--- src/rtl/ones_window_accumulator.sv ---
`default_nettype none
// ============================================================================
// Module   : ones_window_accumulator
// Purpose  : Running sum of the last WINDOW accepted ones-count samples, kept
//            in a circular buffer. A registered fire flag is raised once the
//            window is full and the sum reaches a runtime threshold.
// Ports    : clock_i        - clock, rising edge
//            reset_i        - asynchronous active-low reset
//            clear_i        - synchronous window flush (beats valid_i)
//            valid_i        - ones_i carries a sample this cycle
//            ones_i         - per-sample ones count (clamped to INPUT_FEATURES)
//            threshold_i    - fire threshold, captured with each sample
//            sum_o          - sum of the last min(fill, WINDOW) samples
//            valid_o        - one-cycle pulse: sum_o / fire_o were updated
//            window_full_o  - WINDOW samples seen since reset/clear
//            fire_o         - window_full_o && sum_o >= captured threshold
// Revision : 1.0 - initial release
// ============================================================================
module ones_window_accumulator #(
    parameter int   INPUT_FEATURES = 4,
    parameter int   WINDOW         = 4,
    localparam int  COUNT_WIDTH    = $clog2(INPUT_FEATURES + 1),
    localparam int  SUM_WIDTH      = $clog2(WINDOW * INPUT_FEATURES + 1)
) (
    input  logic                   clock_i,
    input  logic                   reset_i,
    input  logic                   clear_i,
    input  logic                   valid_i,
    input  logic [COUNT_WIDTH-1:0] ones_i,
    input  logic [SUM_WIDTH-1:0]   threshold_i,
    output logic [SUM_WIDTH-1:0]   sum_o,
    output logic                   valid_o,
    output logic                   window_full_o,
    output logic                   fire_o
);

    localparam int c_PTR_W  = (WINDOW > 1) ? $clog2(WINDOW) : 1;
    localparam int c_FILL_W = $clog2(WINDOW + 1);
    localparam int c_EXT_W  = SUM_WIDTH + 1;

    localparam logic [c_PTR_W-1:0]     c_PTR_LAST  = c_PTR_W'(WINDOW - 1);
    localparam logic [c_FILL_W-1:0]    c_FILL_LAST = c_FILL_W'(WINDOW - 1);
    localparam logic [COUNT_WIDTH-1:0] c_SAT_MAX   = COUNT_WIDTH'(INPUT_FEATURES);

    localparam logic [1:0] c_ST_EMPTY   = 2'd0;
    localparam logic [1:0] c_ST_FILLING = 2'd1;
    localparam logic [1:0] c_ST_FULL    = 2'd2;

    logic [1:0]             r_state;
    logic [1:0]             w_state_next;
    logic [c_PTR_W-1:0]     r_wr_ptr;
    logic [c_PTR_W-1:0]     w_ptr_next;
    logic [c_FILL_W-1:0]    r_fill;
    logic [COUNT_WIDTH-1:0] r_buf [WINDOW];
    logic [SUM_WIDTH-1:0]   r_sum;
    logic                   r_valid;
    logic                   r_full;
    logic                   r_fire;

    logic                   w_accept;
    logic [COUNT_WIDTH-1:0] w_sat;
    logic [c_EXT_W-1:0]     w_old;
    logic [c_EXT_W-1:0]     w_sum_ext;
    logic                   w_full_next;
    logic                   w_fire_next;

    assign w_accept = valid_i & ~clear_i;

    // Out-of-range counts clamp so the sum can never exceed WINDOW*INPUT_FEATURES.
    assign w_sat = (ones_i > c_SAT_MAX) ? c_SAT_MAX : ones_i;

    // Only a full window has an oldest entry to retire; before that the
    // buffer slot under the pointer is stale and must not be subtracted.
    assign w_old     = (r_state == c_ST_FULL) ? c_EXT_W'(r_buf[r_wr_ptr]) : '0;
    assign w_sum_ext = {1'b0, r_sum} + c_EXT_W'(w_sat) - w_old;

    assign w_ptr_next  = (r_wr_ptr == c_PTR_LAST) ? '0 : r_wr_ptr + c_PTR_W'(1);
    assign w_full_next = (w_state_next == c_ST_FULL);
    assign w_fire_next = w_full_next && (w_sum_ext >= {1'b0, threshold_i});

    // Next-state logic: transitions only on an accepted sample, clear wins.
    always_comb begin
        w_state_next = r_state;
        if (clear_i) begin
            w_state_next = c_ST_EMPTY;
        end else if (valid_i) begin
            case (r_state)
                c_ST_EMPTY:   w_state_next = (WINDOW == 1) ? c_ST_FULL : c_ST_FILLING;
                c_ST_FILLING: if (r_fill == c_FILL_LAST) w_state_next = c_ST_FULL;
                c_ST_FULL:    w_state_next = c_ST_FULL;
                default:      w_state_next = c_ST_EMPTY;
            endcase
        end
    end

    always_ff @(posedge clock_i or negedge reset_i) begin
        if (!reset_i) begin
            r_state  <= c_ST_EMPTY;
            r_wr_ptr <= '0;
            r_fill   <= '0;
            r_sum    <= '0;
            r_valid  <= 1'b0;
            r_full   <= 1'b0;
            r_fire   <= 1'b0;
            for (int i = 0; i < WINDOW; i++) begin
                r_buf[i] <= '0;
            end
        end else begin
            r_state <= w_state_next;
            r_valid <= w_accept;
            if (clear_i) begin
                // Buffer contents are left stale; fill gates their reuse.
                r_wr_ptr <= '0;
                r_fill   <= '0;
                r_sum    <= '0;
                r_full   <= 1'b0;
                r_fire   <= 1'b0;
            end else if (valid_i) begin
                r_buf[r_wr_ptr] <= w_sat;
                r_wr_ptr        <= w_ptr_next;
                r_sum           <= w_sum_ext[SUM_WIDTH-1:0];
                r_full          <= w_full_next;
                r_fire          <= w_fire_next;
                if (r_state != c_ST_FULL) begin
                    r_fill <= r_fill + c_FILL_W'(1);
                end
            end
        end
    end

    assign sum_o         = r_sum;
    assign valid_o       = r_valid;
    assign window_full_o = r_full;
    assign fire_o        = r_fire;

endmodule
`default_nettype wire

--- config.mk ---
export PLATFORM = sky130hd
export DESIGN_NAME = ones_window_accumulator
export DESIGN_NICKNAME = d
export VERILOG_FILES = /design/src/rtl/ones_window_accumulator.sv
export SDC_FILE = /design/constraint.sdc
export NUM_CORES = 1
export LEC_CHECK = 0
export ABC_AREA = 1
export CELL_PAD_IN_SITES_DETAIL_PLACEMENT = 1
export CELL_PAD_IN_SITES_GLOBAL_PLACEMENT = 1
export CORE_UTILIZATION = 42
export DETAILED_ROUTE_END_ITERATION = 7
export PLACE_DENSITY_LB_ADDON = 0.15
export SYNTH_ARGS = -nofsm -noshare
export SYNTH_HDL_FRONTEND = slang
export SYNTH_SLANG_ARGS = --single-unit
--- constraint.sdc ---
create_clock -name clock_i -period 3.5 [get_ports clock_i]
set_input_delay 0.525 -clock clock_i [delete_from_list [all_inputs] [get_ports clock_i]]
set_output_delay 0.525 -clock clock_i [all_outputs]
set_load 0.005 [all_outputs]
Word level (Yosys, flattened, before mapping)

Cells that the tools add are included.

Bits in registers: 27
Output and inout bits: 8

Mux-type cells: 24
Add/sub/neg operators: 4
Bitwise operators: 3
$lt $le $gt $ge: 4
Eq/ne operators: 6
Reductions and logical operators: 7

Operator list:

| operator            | count |
|---|---|
| $mux 3              | 8 |
| $bwmux 12           | 1 |
| $mux 2              | 6 |
| $mux 5              | 2 |
| $add 5x3->6         | 1 |
| $bmux 3 s2          | 1 |
| $demux 3 s2         | 1 |
| $eq 2x2->1 const B  | 3 |
| $ge 6x5->1          | 1 |
| $pmux 2 s3          | 1 |
| $sub 6x3->6         | 1 |
| $mux 1              | 4 |
| $reduce_and 2->1    | 2 |
| $reduce_bool 2->1   | 2 |
| $add 3x1->3 const B | 1 |
| $eq 3x2->1 const B  | 1 |
| $ge 3x3->1 const B  | 1 |
| $gt 3x3->1 const B  | 1 |
| $lt 3x1->1 const B  | 1 |
| $not 2->3           | 1 |
| $add 2x1->2 const B | 1 |
| $eq 2x1->1 const B  | 1 |
| $logic_and 1x1->1   | 2 |
| $logic_not 2->1     | 1 |
| other kinds (3)     | 3 |

Longest topological paths before layout

Gate-level depths: netlist of the first run.

Depth after elaboration: 10
Gate-level depth with buffers: 19
Mapped depth without buffers: 18

Least setup slack after synthesis of the first run

OpenSTA, ideal clock, no wires.

Path kind: input-to-reg
Start: input port ones_i[2]
End: register r_fire, in the netlist fire_o
Data required time: 3.379 ns
Stages: 14
Arrival time: 2.851 ns
Buffers on the path: 0
Setup time: 0.121 ns
Setup slack: 0.528 ns
Cells stage by stage: inv_1 > nand2_1 > fa_1 > inv_1 > fa_1 > nand3_1 > nand2_1 > xnor2_1 > inv_1 > ha_1 > a21oi_1 > nand2_1 > o21bai_1 > nand2_1

Word-level cells in the longest chain between the ends: 8

Ends and longest elaborated chain:

| item                  | RTL line | text |
|---|---|---|
| from (decl)           | 29       | `input logic [COUNT_WIDTH-1:0] ones_i,` |
| $gt 3x3->1            | 70       | `assign w_sat = (ones_i > c_SAT_MAX) ? c_SAT_MAX : ones_i;` |
| $mux 3 (*)            | 70       |  |
| $add 5x3->6 (*)       | 75       | `assign w_sum_ext = {1'b0, r_sum} + c_EXT_W'(w_sat) - w_old;` |
| $sub 6x3->6 (*)       | 75       |  |
| $ge 6x5->1 (*)        | 79       | `assign w_fire_next = w_full_next && (w_sum_ext >= {1'b0, threshold_i});` |
| $logic_and 1x1->1 (*) | 79       |  |
| $mux 1 (*)            | 118      | `end else if (valid_i) begin` |
| $mux 1 (*)            | 111      | `if (clear_i) begin` |
| to (signal assigned)  | 123      | `r_fire <= w_fire_next;` |
| to (decl)             | 58       | `logic r_fire;` |

Every way passes the cells marked *; elsewhere a longest branch is shown, timed or not. The select of a mux whose other input is x is not followed.
A chain may end at the register's enable or synchronous reset.

Worst setup path in the final report of the first run

Start: register r_wr_ptr[0]
End: register r_fire, in the netlist fire_o

Word-level cells in the longest chain between the ends: 10

Ends and longest elaborated chain:

| item                                       | RTL line | text |
|---|---|---|
| from (decl)                                | 51       | `logic [c_PTR_W-1:0] r_wr_ptr;` |
| from (signal assigned)                     | 120      | `r_wr_ptr <= w_ptr_next;` |
| $not 2->3 (implied by the code)            | 74       | `assign w_old = (r_state == c_ST_FULL) ? c_EXT_W'(r_buf[r_wr_ptr]) : '0;` |
| $bmux 3 s2                                 | 74       |  |
| $mux 3 (implied by the code) (2 in series) | 74       |  |
| $mux 3                                     | 74       |  |
| $sub 6x3->6                                | 75       |  |
| $ge 6x5->1                                 | 79       |  |
| $logic_and 1x1->1                          | 79       |  |
| $mux 1                                     | 118      |  |
| $mux 1                                     | 111      |  |

Every way passes these cells. The select of a mux whose other input is x is not followed.

==> results of run 1 <==
==> per-stage QoR <==
stage	hold slack [ns]	instance area, sq um	utilization
global placement	0.464	1950	0.520
global route	0.528	2000	0.533
detailed placement	0.471	1950	0.520
CTS	0.496	1990	0.533
floorplan	0.229	1690	-
finish	0.491	2000	0.533
==> worst max-delay path by stage <==
stage	startpoint	to	slack, ns	depth (start not counted)
floorplan	ones_i[2]	fire_o	0.53	14
global placement	ones_i[2]	fire_o	0.12	15
detailed placement	ones_i[2]	fire_o	0.05	15
CTS	r_wr_ptr[1]	fire_o	0.24	17
global route	r_wr_ptr[0]	fire_o	0.04	17
finish	r_wr_ptr[0]	fire_o	0.30	17
==> power by group <==
group	internal (uW)	switching [uW]	total [uW]
Sequential	357	30.3	387
Combinational	166	205	370
Clock	80.0	99.6	180
==> placed cells by master (no fill, tap or decap), types with 2 or more instances in the layout <==
cell type | netlist | final
nand2_4 | 4 | 4
nand2_1 | 40 | 40
buf_4 | 1 | 5
nor2_2 | 2 | 2
clkdlybuf4s50_1 | 0 | 19
inv_2 | 3 | 3
o21ai_2 | 3 | 3
nor2_1 | 17 | 17
o21ai_1 | 17 | 17
dfrtp_1 | 27 | 26
nand3_1 | 5 | 5
clkbuf_8 | 0 | 3
fa_1 | 3 | 3
a21oi_1 | 7 | 7
ha_1 | 17 | 17
o21ai_0 | 8 | 8
inv_1 | 31 | 31
==> cells by family (layout without fill, tap and decap cells) <==
kind of cell    after synthesis  after routing  synth area share
simple gates                 69             69             0.182
buf+inv                      37             63            0.0956
fa+ha+maj                    20             20             0.162
compound gates               40             40             0.140
xor+xnor                      3              3            0.0200
flops                        27             27             0.400
==> cell type report <==
cell class                      instances  area [sq um]  area share
Multi-Input combinational cell        132           851       0.426
Inverter                               35           134      0.0671
Clock buffer                            3          41.3      0.0207
Tap cell                               48          60.1      0.0301
Clock inverter                          1          5.00     0.00251
Sequential cell                        27           677       0.339
Timing Repair Buffer                   24           228       0.114
==> repair_timing <==
| item | CTS | global route |
|---|---|---|
| endpoints found under the hold margin | 0 | 0 |
| endpoints found under the setup margin | 0 | 1 |
| gates resized for setup | 0 | 1 |
==> per-layer routing <==
layer,up-vias,GRT usage,routed length (microns),share of wire
li1,672,-,-,-
met2,16,0.367,1890,0.50
met4,0,0.0571,37,0.0099
met5,-,0,0,0
met3,4,0.0260,77,0.021
met1,642,0.243,1740,0.47
==> flip-flops by register name, summed over array words and instances, names as in the netlist <==
name,cells
fire_o,1
sum_o,5
r_fill,3
r_state,2
r_buf,12
window_full_o,1
r_wr_ptr,2
valid_o,1
==> critical path: cells and delay by family (launching register included) <==
kind / cells / cell delay [ns]
flops: 1 / 0.39
compound gates: 4 / 0.48
simple gates: 6 / 0.46
buf+inv: 3 / 0.32
xor+xnor: 1 / 0.21
fa+ha+maj: 3 / 1.23
==> impl_metrics.tcl, run 1 <==
set metrics [dict create \
    status "completed" \
    post-cts-setup-buffers 0 \
    yosysSeqAreaShare 0.400 \
    min_path_type "register to register" \
    tightest_slew_ns 0.464 \
    leakagePower_uw 0.00102 \
    cap_viol_max_count 0 \
    p_per_area_mw_per_mm2 470 \
    route.detailed.drc 0 \
    ir_worst_vdd_mv 0.236 \
    io_buffers 19 \
    synth_ff_type "dfrtp_1" \
    grt_max_degree 28 \
    fp.dieH_microns 65.4 \
    crit_chain "buf_4, nor2_1, nor2_1, o21ai_0, a21oi_1, fa_1, inv_1, fa_1, nand3_1, nand2_1, xnor2_1, inv_1, ha_1, a21oi_1, nand2_1, o21bai_1, nand2_1" \
    slowest_stage "fa_1" \
    cts_tree "done" \
    row_count 22 \
    h-tree-depth 1 \
    r2r-start "r_wr_ptr[0]" \
    drt_iter0_drc 20 \
    crit_required_ns 3.67 \
    ys_warn_count 0 \
    worstPathMaxFanout 10 \
    root_buffer "clkbuf_8" \
    start_util 0.451 \
    totalWireLength_microns 3750 \
    maxSlewViolCount 0 \
    fin_crit_ns 3.20 \
    coreArea_sq_mm 0.00374 \
    synth_nets 228 \
    reg2reg_to "fire_o" \
    grt_pass1_vias 1416 \
    io_pins 20 \
    worstHoldPathCells 2 \
    clk_latency_ns 0.28 \
    crit_top_cell "nand2_1" \
    wl_per_cell_microns 13.9 \
    globalplace.congestion 0.791 \
    yosysUniqueCellTypes 26 \
    skew_ns 0.00486 \
    slowest_delay_ns 0.51 \
    synth_top_area_frac 0.400 \
    critPathKind "register to register" \
    fin_tns_setup_ns 0 \
    area_growth_pct 18.2 \
    r2r_cells 17 \
    relSlewSlack 0.690 \
    nFillCells 460 \
    clk_pin_slew_ns 0.09 \
    synth.area.top_cells "dfrtp_1 (40%), ha_1 (13%), nand2_1 (8.9%)" \
    fin_nets 255 \
    setup_violations 0 \
    drive_gt1_frac 0.117 \
    dp_hpwl_microns 3010 \
    drtAntennaViolNets 0 \
    synth_most_common_cell "nand2_1" \
    numClockSinks 27 \
    hold_end "window_full_o" \
    timing.final.crit_share 0.914 \
    antenna_found_initial 0 \
    total_power_uw 937 \
    antenna-diode-count 0 \
    place_worst_setup_slack_ns 0.0472 \
    synthArstFlopShare 1.00 \
    ff2ff_setup_slack_ns 0.30 \
    via_per_inst 4.94 \
    firstDrtPassIters 4 \
    critPathLaunchType "register" \
    min_from "window_full_o" \
    overflow 0 \
    cts-hold-fix-buffers 0 \
    fmax_ghz 0.313 \
    final_cells 270 \
    synth_edf_count 0 \
    placed_cells 266 \
    synth.top_cells.by_count "nand2_1 (40), inv_1 (31), dfrtp_1 (27)" \
    track_usage 0.200 \
    clockBufferDepth 2 \
    arrival_ns 3.37 \
    syn_inst 196 \
    worst_slack_ns 0.301 \
    die_w_microns 65.4 \
    grt_pass1_wl_microns 6400 \
    cts_buffers 3 \
    synth.largest_area_cell "dfrtp_1" \
    hold_viol 0 \
    die_area_sq_mm 0.00428 \
    grt_setup_unrepaired "false" \
    syn_area_sq_mm 0.00169 \
    cp-end-kind "register" \
    vias 1334 \
    syn_area_per_cell_sq_um 8.61 \
    ys_seq_elements 27 \
]
No activity file was read; power rests on OpenSTA's default activity.
==> run 2, diff against run 1 <==
--- a/config.mk
+++ b/config.mk
@@ -12,4 +12,5 @@
 export DETAILED_ROUTE_END_ITERATION = 7
 export PLACE_DENSITY_LB_ADDON = 0.15
+export SKIP_LAST_GASP = 1
 export SYNTH_ARGS = -nofsm -noshare
 export SYNTH_HDL_FRONTEND = slang
==> constraint.sdc (replaced) <==
create_clock -name clock_i -period 3.5 [get_ports clock_i]
set_input_delay 0.525 -clock clock_i [delete_from_list [all_inputs] [get_ports clock_i]]
set_output_delay 0.525 -clock clock_i [all_outputs]
set_load 0.01 [all_outputs]
==> results of run 2 <==
The final DEF is identical to that of run 1. Status: completed.
Main changes from that run: total power 937 uW -> 942 uW
==> run 3, diff against run 2 <==
- GPL_ROUTABILITY_DRIVEN: not set -> 0
==> results of run 3 <==
The final DEF is identical to that of run 1. Status: completed.
Main changes from that run: total power 937 uW -> 942 uW
